[config.mk]
export PLATFORM = sky130hd
export DESIGN_NAME = safe_lock_ctrl_flat
export DESIGN_NICKNAME = d
export VERILOG_FILES = /design/src/rtl/safe_lock_ctrl_if.sv /design/src/rtl/safe_lock_ctrl.sv /design/src/flat_wrapper.sv
export SDC_FILE = /design/constraint.sdc
export NUM_CORES = 1
export LEC_CHECK = 0
export BUFFER_PORTS_ARGS = -buffer_cell sky130_fd_sc_hd__buf_2
export CAP_MARGIN = 20
export CORE_MARGIN = 1.5
export CORE_UTILIZATION = 45
export CTS_CLUSTER_SIZE = 40
export DETAILED_ROUTE_END_ITERATION = 7
export GPL_TIMING_DRIVEN = 0
export MAX_ROUTING_LAYER = met4
export PLACE_DENSITY_LB_ADDON = 0.15
export SETUP_SLACK_MARGIN = 0.5
export SLEW_MARGIN = 20
export SYNTH_ARGS = -nofsm -noshare
export SYNTH_HDL_FRONTEND = slang
export SYNTH_SLANG_ARGS = --single-unit
[constraint.sdc]
create_clock -name clk -period 7.3 [get_ports clk]
set_clock_uncertainty 0.05 [all_clocks]
set_input_delay 1.095 -clock clk [delete_from_list [all_inputs] [get_ports clk]]
set_output_delay 1.095 -clock clk [all_outputs]
set_load 0.01 [all_outputs]
[src/rtl/safe_lock_ctrl_if.sv]
// Keypad-to-lock-controller interface for the 4-digit safe box.
// The master (keypad scanner side) drives key strobes and observes the
// lock status; the slave (lock controller) consumes keys and reports status.
interface safe_lock_ctrl_if;
    logic        key_valid;
    logic [3:0]  key_code;
    logic        unlocked;
    logic        alarm;
    logic        err;
    logic [2:0]  digit_cnt;
    logic [15:0] entry;
    logic [2:0]  state;

    modport master (
        output key_valid,
        output key_code,
        input  unlocked,
        input  alarm,
        input  err,
        input  digit_cnt,
        input  entry,
        input  state
    );

    modport slave (
        input  key_valid,
        input  key_code,
        output unlocked,
        output alarm,
        output err,
        output digit_cnt,
        output entry,
        output state
    );
endinterface

[src/rtl/safe_lock_ctrl.sv]
// Lock controller for the 4-digit safe box.
// Collects four keypad digits, compares them against the stored password,
// opens the safe, allows changing the password while open and relocks after
// a period without key activity.
// Optional feature macro SAFE_LOCKOUT_EN: when defined, MAX_FAIL consecutive
// wrong entries put the controller into LOCKOUT (alarm high) for
// LOCKOUT_CYCLES clocks; when undefined, wrong entries only pulse err and
// the alarm output is tied low.
module safe_lock_ctrl #(
    parameter logic [15:0] DEFAULT_PW       = 16'h1234,
    parameter int          MAX_FAIL         = 3,
    parameter int          LOCKOUT_CYCLES   = 1000,
    parameter int          AUTO_LOCK_CYCLES = 5000
) (
    input  logic              clk,
    input  logic              rst_n,
    safe_lock_ctrl_if.slave   bus
);

    localparam logic [2:0] ST_LOCKED  = 3'd0;
    localparam logic [2:0] ST_CHECK   = 3'd1;
    localparam logic [2:0] ST_OPEN    = 3'd2;
    localparam logic [2:0] ST_SET_PW  = 3'd3;
    localparam logic [2:0] ST_LOCKOUT = 3'd4;

    localparam logic [3:0] KEY_ENTER  = 4'hA;
    localparam logic [3:0] KEY_CLEAR  = 4'hB;
    localparam logic [3:0] KEY_CHANGE = 4'hC;
    localparam logic [3:0] KEY_LOCK   = 4'hD;

    localparam int                FAIL_W   = $clog2(MAX_FAIL + 1);
    localparam logic [FAIL_W-1:0] FAIL_MAX = FAIL_W'(MAX_FAIL);

    // The relock happens on the idle edge that would bring the idle count
    // to AUTO_LOCK_CYCLES-1, so it fires while the timer still holds one less.
    localparam logic [31:0] IDLE_LAST    = 32'(AUTO_LOCK_CYCLES - 2);
    // Lockout lasts the full LOCKOUT_CYCLES: the timer walks 0..LOCKOUT_CYCLES-1.
    localparam logic [31:0] LOCKOUT_LAST = 32'(LOCKOUT_CYCLES - 1);

    logic [2:0]  state_q,   state_d;
    logic [15:0] pw_q,      pw_d;
    logic [15:0] entry_q,   entry_d;
    logic [2:0]  cnt_q,     cnt_d;
    logic [31:0] timer_q,   timer_d;
    logic        err_q,     err_d;

    logic        key_digit;
    logic        key_enter;
    logic        key_clear;
    logic        key_change;
    logic        key_lock;
    logic        entry_full;
    logic [15:0] entry_shifted;

`ifdef SAFE_LOCKOUT_EN
    localparam logic [FAIL_W-1:0] FAIL_LAST = FAIL_W'(MAX_FAIL - 1);
    logic [FAIL_W-1:0] fail_q, fail_d;
`else
    logic [FAIL_W-1:0] unused_fail_max;
    assign unused_fail_max = FAIL_MAX;
`endif

    // Classify the incoming key strobe and precompute the shifted entry
    always_comb begin
        key_digit     = bus.key_valid && (bus.key_code <= 4'd9);
        key_enter     = bus.key_valid && (bus.key_code == KEY_ENTER);
        key_clear     = bus.key_valid && (bus.key_code == KEY_CLEAR);
        key_change    = bus.key_valid && (bus.key_code == KEY_CHANGE);
        key_lock      = bus.key_valid && (bus.key_code == KEY_LOCK);
        entry_full    = (cnt_q == 3'd4);
        entry_shifted = {entry_q[11:0], bus.key_code};
    end

    // Next-state logic for the lock FSM, entry buffer, timer and password
    always_comb begin
        state_d = state_q;
        pw_d    = pw_q;
        entry_d = entry_q;
        cnt_d   = cnt_q;
        timer_d = timer_q;
        err_d   = 1'b0;
`ifdef SAFE_LOCKOUT_EN
        fail_d  = fail_q;
`endif
        case (state_q)
            ST_LOCKED: begin
                timer_d = '0;
                if (key_digit) begin
                    if (!entry_full) begin
                        entry_d = entry_shifted;
                        cnt_d   = cnt_q + 3'd1;
                    end
                end else if (key_clear) begin
                    entry_d = '0;
                    cnt_d   = '0;
                end else if (key_enter) begin
                    if (entry_full) begin
                        state_d = ST_CHECK;
                    end else begin
                        err_d   = 1'b1;
                        entry_d = '0;
                        cnt_d   = '0;
                    end
                end
            end

            ST_CHECK: begin
                entry_d = '0;
                cnt_d   = '0;
                if (entry_q == pw_q) begin
                    state_d = ST_OPEN;
`ifdef SAFE_LOCKOUT_EN
                    fail_d  = '0;
`endif
                end else begin
                    err_d   = 1'b1;
                    state_d = ST_LOCKED;
`ifdef SAFE_LOCKOUT_EN
                    if (fail_q >= FAIL_LAST) begin
                        fail_d  = FAIL_MAX;
                        state_d = ST_LOCKOUT;
                    end else begin
                        fail_d  = fail_q + 1'b1;
                    end
`endif
                end
            end

            ST_OPEN: begin
                if (bus.key_valid) begin
                    timer_d = '0;
                    if (key_lock) begin
                        state_d = ST_LOCKED;
                    end else if (key_change) begin
                        state_d = ST_SET_PW;
                    end
                end else if (timer_q == IDLE_LAST) begin
                    state_d = ST_LOCKED;
                end else begin
                    timer_d = timer_q + 32'd1;
                end
            end

            ST_SET_PW: begin
                if (bus.key_valid) begin
                    timer_d = '0;
                    if (key_digit) begin
                        if (!entry_full) begin
                            entry_d = entry_shifted;
                            cnt_d   = cnt_q + 3'd1;
                        end
                    end else if (key_clear) begin
                        entry_d = '0;
                        cnt_d   = '0;
                    end else if (key_enter) begin
                        entry_d = '0;
                        cnt_d   = '0;
                        if (entry_full) begin
                            pw_d    = entry_q;
                            state_d = ST_OPEN;
                        end else begin
                            err_d   = 1'b1;
                        end
                    end else if (key_lock) begin
                        entry_d = '0;
                        cnt_d   = '0;
                        state_d = ST_LOCKED;
                    end
                end else if (timer_q == IDLE_LAST) begin
                    entry_d = '0;
                    cnt_d   = '0;
                    state_d = ST_LOCKED;
                end else begin
                    timer_d = timer_q + 32'd1;
                end
            end

            ST_LOCKOUT: begin
                entry_d = '0;
                cnt_d   = '0;
                if (timer_q == LOCKOUT_LAST) begin
                    state_d = ST_LOCKED;
`ifdef SAFE_LOCKOUT_EN
                    fail_d  = '0;
`endif
                end else begin
                    timer_d = timer_q + 32'd1;
                end
            end

            default: begin
                state_d = ST_LOCKED;
                entry_d = '0;
                cnt_d   = '0;
            end
        endcase

        if (state_d != state_q) begin
            timer_d = '0;
        end
    end

    // State, password, entry buffer, timer and error pulse registers
    always_ff @(posedge clk or negedge rst_n) begin
        if (!rst_n) begin
            state_q <= ST_LOCKED;
            pw_q    <= DEFAULT_PW;
            entry_q <= '0;
            cnt_q   <= '0;
            timer_q <= '0;
            err_q   <= 1'b0;
        end else begin
            state_q <= state_d;
            pw_q    <= pw_d;
            entry_q <= entry_d;
            cnt_q   <= cnt_d;
            timer_q <= timer_d;
            err_q   <= err_d;
        end
    end

`ifdef SAFE_LOCKOUT_EN
    // Consecutive failed-check counter, saturating at MAX_FAIL
    always_ff @(posedge clk or negedge rst_n) begin
        if (!rst_n) begin
            fail_q <= '0;
        end else begin
            fail_q <= fail_d;
        end
    end

    assign bus.alarm = (state_q == ST_LOCKOUT);
`else
    assign bus.alarm = 1'b0;
`endif

    assign bus.state     = state_q;
    assign bus.unlocked  = (state_q == ST_OPEN) || (state_q == ST_SET_PW);
    assign bus.err       = err_q;
    assign bus.digit_cnt = cnt_q;
    assign bus.entry     = entry_q;

endmodule

[src/flat_wrapper.sv]
// flat-port wrapper written by rule: the top's interface ports become plain ports
module safe_lock_ctrl_flat 
#(
    parameter logic [15:0] DEFAULT_PW       = 16'h1234,
    parameter int          MAX_FAIL         = 3,
    parameter int          LOCKOUT_CYCLES   = 1000,
    parameter int          AUTO_LOCK_CYCLES = 5000
)
  (clk, rst_n, bus_key_valid, bus_key_code, bus_unlocked, bus_alarm, bus_err, bus_digit_cnt, bus_entry, bus_state);
  safe_lock_ctrl_if bus_i ();
  input  logic clk;
  input  logic rst_n;
  input wire logic [$bits(bus_i.key_valid)-1:0] bus_key_valid;
  input wire logic [$bits(bus_i.key_code)-1:0] bus_key_code;
  output wire logic [$bits(bus_i.unlocked)-1:0] bus_unlocked;
  output wire logic [$bits(bus_i.alarm)-1:0] bus_alarm;
  output wire logic [$bits(bus_i.err)-1:0] bus_err;
  output wire logic [$bits(bus_i.digit_cnt)-1:0] bus_digit_cnt;
  output wire logic [$bits(bus_i.entry)-1:0] bus_entry;
  output wire logic [$bits(bus_i.state)-1:0] bus_state;
  assign bus_i.key_valid = bus_key_valid;
  assign bus_i.key_code = bus_key_code;
  assign bus_unlocked = bus_i.unlocked;
  assign bus_alarm = bus_i.alarm;
  assign bus_err = bus_i.err;
  assign bus_digit_cnt = bus_i.digit_cnt;
  assign bus_entry = bus_i.entry;
  assign bus_state = bus_i.state;
  safe_lock_ctrl #(.DEFAULT_PW(DEFAULT_PW), .MAX_FAIL(MAX_FAIL), .LOCKOUT_CYCLES(LOCKOUT_CYCLES), .AUTO_LOCK_CYCLES(AUTO_LOCK_CYCLES)) u_core (.clk(clk), .rst_n(rst_n), .bus(bus_i));
endmodule
==> out/metrics.yaml, run 1 <==
peakVddDrop_v: 0.000115
grt-ovfl-total: 0
h-tree-depth: 3
cts-root-buf: "clkbuf_8"
synthCells: 353
path_max_fanout: 10
finalCriticalPeriod_ns: 2.97
portBuffers: 30
post-route-drc-count: 0
synth_top_flop_cell: "dfrtp_1"
finalSetupViolCount: 0
path_cells: "buf_2, nand2b_1, or4_2, a22oi_1, o31ai_1, o221ai_1, buf_2, buf_2, nor2_1"
yosysWarnings: 0
die_y_um: 93.7
final_common_cell: "dfrtp_1"
clkSinkCount: 71
cellPowerDensity_nw_per_um2: 222
track_usage_pct: 19.7
reg2regPathDepth: 8
detail-route-antenna-nets: 0
critPathCaptureType: "flip-flop"
dpl_worst_slack_ns: 3.96
firstDrtPassIters: 5
leakage_nw: 1.89
seq_area_frac_synth_pct: 48.2
fmax_mhz: 337
syn_to_final_growth_pct: 14.7
grt_pass1_wl_mm: 13.1
fin_nets: 406
ys_ff_latch: 71
cp_num_cells: 9
crit_buf_inv: 3
status: "completed"
crit_top_cell: "buf_2"
crit_arrival_ns: 3.15
core_um2: 7850
finalSetupTns_ns: 0
insertion_delay_ns: 0.35
io_pins: 32
wl_per_cell_um: 15.5
synth_nets: 364
drive_gt1_share_pct: 22.0
r2r-start: "u_core.pw_q[12]"
grt_pass1_vias: 2706
ys_async_sr_fraction_pct: 100
cts_buffer_depth: 2
final_cell_mix: "dfrtp_1, nor2_1, buf_2"
slew_violations: 0
n_antenna_cell: 0
die_area_um2: 8780
finalCritPeriodShare_pct: 40.7
r2r-end: "u_core.timer_q[28]"
cpMaxStageDelayCell: "or4_2"
critical_path_required_ns: 7.48
multi_input_area_um2: 1790
clkSlewWorstSetupHoldPaths_ns: 0.08
min_from: "u_core.pw_q[1]"
gp_congestion: 0.768
initialDrtViolationCount: 84
fillers: 740
die_w_um: 93.7
cp-startpoint: "bus_key_code[1]"
cts_resized: 0
rows: 32
vias_per_cell: 5.52
initial_core_util_pct: 47.1
critPathCapture: "u_core.timer_q[28]"
synth_edf_count: 0
cpPeakStageDelay_ns: 0.68
maxCapViolCount: 0
dp_hpwl_mm: 5.52
antenna_found_initial: 0
postRouteWirelength_mm: 7.76
cts_made_buffers: 9
hp-class: "reg -> reg"
ff_latch_area_um2: 1780
startpoint_type: "primary input"
critPathTopFamily: "simple AND/OR/NAND/NOR gates"
rsz0062_at_grt: "no"
ys_types: 53
syn_area_um2: 3700
slew_headroom_pct: 44.4
cts_hold_buf: 0
reg2reg_slack_ns: 4.56
hold_viol_final: 0
criticalPathCategory: "in -> reg"
grt_max_degree: 52
postCtsSetupRepairBufs: 0
via_count: 2770
cts_tree: "yes"
avgSynthCellArea_um2: 10.5
fin_ws_ns: 4.33
worst_pin_slew_ns: 0.828
-- cell families after synthesis --
family                     synth area share (%)
AOI/OAI and AO/OA                          9.40
xor gates and xnor gates                   10.9
adders and majority gates                  1.35
buffers and inverters                      3.62
DFF                                        48.2
muxes                                      6.46
other                                     0.101
and+or+nand+nor                            20.0
-- per-layer routing --
layer | track usage (%) | part of all wire (%) | vias up
met5 | - | 0 | -
li1 | - | - | 1337
met4 | 6.72 | 1.0 | 0
met3 | 4.05 | 4.7 | 7
met1 | 24.7 | 46 | 1374
met2 | 31.9 | 48 | 52
-- cells in the mapped netlist, types with 3 or more instances --
| master | number | share of area [%] |
|---|---|---|
| a21oi_1 | 7 | 0.95 |
| a22o_1 | 15 | 3.6 |
| and2_1 | 3 | 0.51 |
| and3_1 | 7 | 1.2 |
| buf_2 | 3 | 0.41 |
| clkbuf_1 | 7 | 0.71 |
| dfrtp_1 | 66 | 45 |
| dfstp_2 | 5 | 3.6 |
| ha_1 | 4 | 1.4 |
| inv_1 | 7 | 0.71 |
| mux2_2 | 7 | 2.1 |
| mux2_4 | 10 | 4.1 |
| nand2_1 | 21 | 2.1 |
| nand3_1 | 18 | 2.4 |
| nand4_1 | 18 | 3.0 |
| nor2_1 | 48 | 4.9 |
| nor3_1 | 5 | 0.68 |
| nor4_1 | 9 | 1.5 |
| o21ai_0 | 8 | 1.1 |
| xnor2_1 | 19 | 4.5 |
| xor2_1 | 27 | 6.4 |
-- worst reg2reg max path, cell delays in order, from the launching register on --
cell      delay, ns
dfstp_2        0.55
xnor2_1        0.12
nand4_1        0.13
nor4_1         0.70
a21oi_1        0.20
o221ai_1       0.28
buf_2          0.27
buf_2          0.24
nor2_1         0.08
-- flip-flops by register name, summed over array words and instances (netlist names) --
| signal | cells |
|---|---|
| u_core.bus.digit_cnt | 3 |
| u_core.bus.entry | 16 |
| u_core.bus.err | 1 |
| u_core.bus.state | 3 |
| u_core.pw_q | 16 |
| u_core.timer_q | 32 |
-- where the power goes --
part	total (mW)	switching, mW	internal (mW)
Sequential	0.451	0.0340	0.417
Clock	0.364	0.167	0.197
Combinational	0.125	0.0659	0.0592
-- per-stage QoR --
step                      total power [mW]  hold WS [ns]  instances  utilization [%]  instance area (um2)
final                                0.940         0.480        502             54.1                 4240
after global routing                 0.984         0.494        502             54.1                 4240
after CTS                            0.953         0.484        502             54.1                 4240
after detailed placement             0.585         0.465        486             51.1                 4010
after global placement               0.580         0.459        485             50.7                 3980
after floorplan                      0.527         0.428        353                -                 3700
-- layout make-up --
type / instances / area share [%]
multi-input cells: 260 / 42.2
flip-flops and latches: 71 / 42.0
repair buffers: 31 / 4.25
well taps: 102 / 3.01
clock buffers: 9 / 2.92
plain buffers: 15 / 2.54
clock inverters: 7 / 2.48
inverters: 7 / 0.619
-- how the worst min path moves through the flow --
stage / to / slack [ns] / cells after the start
2_1_floorplan: u_core.timer_q[0] / 0.43 / 1
5_1_grt: u_core.pw_q[15] / 0.49 / 1
3_5_place_dp: u_core.pw_q[0] / 0.46 / 1
6_report: u_core.pw_q[1] / 0.48 / 1
4_1_cts: u_core.pw_q[0] / 0.48 / 1
3_3_place_gp: u_core.pw_q[0] / 0.46 / 1
Power figures use the tool's default switching activity.
==> inputs of run 2 (changes only) <==
Settings changed: ABC_AREA set to 1.
Clock period 7.3 ns to 3 ns, I/O delays scaled along.
==> run 2 against run 1 <==
  * Cell area increased by 13%
  * Sequential power grew to 2.7 times the previous value
  * Hold slack lost 0.044 ns
  * Total power rose to 2.9 times the previous value
  * Routed wire length rose by 30%
  * Register-to-register slack lost 3.5 ns
==> out/metrics.yaml, run 2 <==
cellPowerDensity_nw_per_um2: 571
final_common_cell: "nand2_1"
die_y_um: 100
antenna_found_initial: 0
finalSetupViolCount: 0
synth_edf_count: 0
wl_per_cell_um: 13.8
finalCriticalPeriod_ns: 1.97
die_area_um2: 10000
grt_pass1_wl_mm: 17.5
postRouteWirelength_mm: 10.1
firstDrtPassIters: 4
rsz0062_at_grt: "no"
ys_ff_latch: 71
critPathCaptureType: "flip-flop"
ys_top_cells_by_area: "dfrtp_1, nand2_1, nor2_1"
crit_arrival_ns: 2.17
synth_top_cell_by_area: "dfrtp_1"
yosysWarnings: 0
worst_pin_slew_ns: 0.543
path_max_fanout: 10
final_cell_mix: "nand2_1, nor2_1, inv_1, dfrtp_1, buf_2"
grtUsageMet1_pct: 28.5
synth_top_flop_cell: "dfrtp_1"
grt_pass1_vias: 3717
cts_made_buffers: 9
fin_nets: 626
synth_most_common_cell: "nand2_1"
post-route-drc-count: 0
detail-route-antenna-nets: 0
syn_to_final_growth_pct: 12.7
io_pins: 32
busiest_layer: "met2"
ys_types: 38
peakVddDrop_v: 0.000355
cts-root-buf: "clkbuf_8"
criticalPathCategory: "reg -> reg"
slew_headroom_pct: 63.8
hold_viol_final: 0
finalSetupTns_ns: 0
critical_path_required_ns: 3.19
initialDrtViolationCount: 115
seq_area_frac_synth_pct: 41.9
yosys-top-cells-count: "nand2_1, nor2_1, dfrtp_1, inv_1, nor3_1"
fin_ws_ns: 1.03
grt.met2_usage_pct: 37.7
portBuffers: 30
synth_top_area_share_pct: 38.8
grt-ovfl-total: 0
cts_resized: 0
dp_hpwl_mm: 7.64
finalCritPeriodShare_pct: 65.8
h-tree-depth: 3
via_count: 3726
met3_usage_pct: 4.60
cts_tree: "yes"
synth_nets: 583
avgSynthCellArea_um2: 7.43
rows: 35
n_antenna_cell: 0
clkSinkCount: 71
clkSlewWorstSetupHoldPaths_ns: 0.08
track_usage_pct: 23.0
vias_per_cell: 5.10
grt_max_degree: 49
startpoint_type: "flip-flop"
ys_async_sr_fraction_pct: 100
die_w_um: 100
syn_area_um2: 4250
insertion_delay_ns: 0.36
largest_reg_flops: 32
synthCells: 572
cts_buffer_depth: 2
largest-register: "u_core.timer_q"
fmax_mhz: 507
hp-class: "reg -> reg"
dpl_worst_slack_ns: 1.01
drive_gt1_share_pct: 14.5
maxCapViolCount: 0
status: "completed"
gp_congestion: 0.943
slew_violations: 0
leakage_nw: 2.25
initial_core_util_pct: 46.2
core_um2: 9200
run 2: cell types whose count changed after synthesis, moves of 7 or more:
cell      previous run  this run
nand2_1             21       171
xor2_1              27        20
nor4_1               9         0
inv_1                7        66
nor3_1               5        27
o211ai_1             0        14
and3_1               7         0
mux2_4              10         0
nand3_1             18        25
o21ai_1              0        13
nor2_1              48        75
a22o_1              15         0
run 2: worst max-delay path: stages, from the launching register on:
cell      delay (ns)
dfrtp_1         0.42
inv_1           0.08
ha_1            0.21
nand2_1         0.26
nor2_1          0.11
nand3_1         0.09
nand2_1         0.05
nand2_1         0.09
nand3b_4        0.19
buf_8           0.21
nand2_1         0.06
nand2_1         0.05
run 2: routing by layer:
layer	wire length (um)	part of all wire [%]	vias to the layer above
met5	0	0	-
met4	221	2.2	0
met3	352	3.5	17
met2	4940	49	77
met1	4580	45	1741
li1	-	-	1891
run 2: area by class of cell:
type,count,area [um2]
buffer,11,78.8
clock buffer,9,124
clock inverter,7,86.3
fill,918,4410
inverter,70,263
multi-input combinational,420,2130
sequential,71,1780
tap,111,139
timing repair buffer,32,190
run 2: final timing paths:
kind	depth (start not counted)	startpoint	slack, ns	end
min in group asynchronous	2	rst_n	0.49	u_core.timer_q[23]
max reg2reg	11	u_core.bus.digit_cnt[0]	1.03	u_core.bus.entry[6]
min reg2reg	2	u_core.pw_q[2]	0.44	u_core.pw_q[2]
max in group asynchronous	3	rst_n	1.82	u_core.pw_q[2]
max	11	u_core.bus.digit_cnt[0]	1.03	u_core.bus.entry[6]
min	2	u_core.pw_q[2]	0.44	u_core.pw_q[2]
run 2: report_power, final:
| group | internal (mW) | switching, mW |
|---|---|---|
| registers | 1.06 | 0.154 |
| logic | 0.275 | 0.413 |
| clock network | 0.405 | 0.425 |
run 2: logic make-up (layout without fill, tap and decap cells):
| logic type | after synthesis | after routing | synth area share, % |
|---|---|---|---|
| compound gates | 42 | 42 | 5.92 |
| xor+xnor | 33 | 33 | 6.80 |
| fa+ha+maj | 4 | 4 | 1.18 |
| buf+inv | 81 | 129 | 8.03 |
| mux | 5 | 5 | 1.32 |
| simple gates | 335 | 335 | 34.7 |
| other cells | 1 | 1 | 0.0882 |
| flops | 71 | 71 | 41.9 |
run 2: repair_timing:
item | in CTS | in global routing
buffers inserted | 0 | 0
endpoints found under the setup margin | 0 | 0
hold buffers | 1 | 0
endpoints found under the hold margin | 23 | 0
run 2: stage by stage:
stage / hold slack [ns] / utilization [%] / power [mW] / std cells / cell area, um2
CTS: 0.425 / 52.1 / 2.77 / 731 / 4790
detailed placement: 0.332 / 49.7 / 1.92 / 714 / 4570
global placement: 0.416 / 49.4 / 1.91 / 713 / 4540
floorplan: 0.104 / - / 1.65 / 572 / 4250
global route: 0.444 / 52.1 / 2.92 / 731 / 4790
finish: 0.436 / 52.1 / 2.73 / 731 / 4790
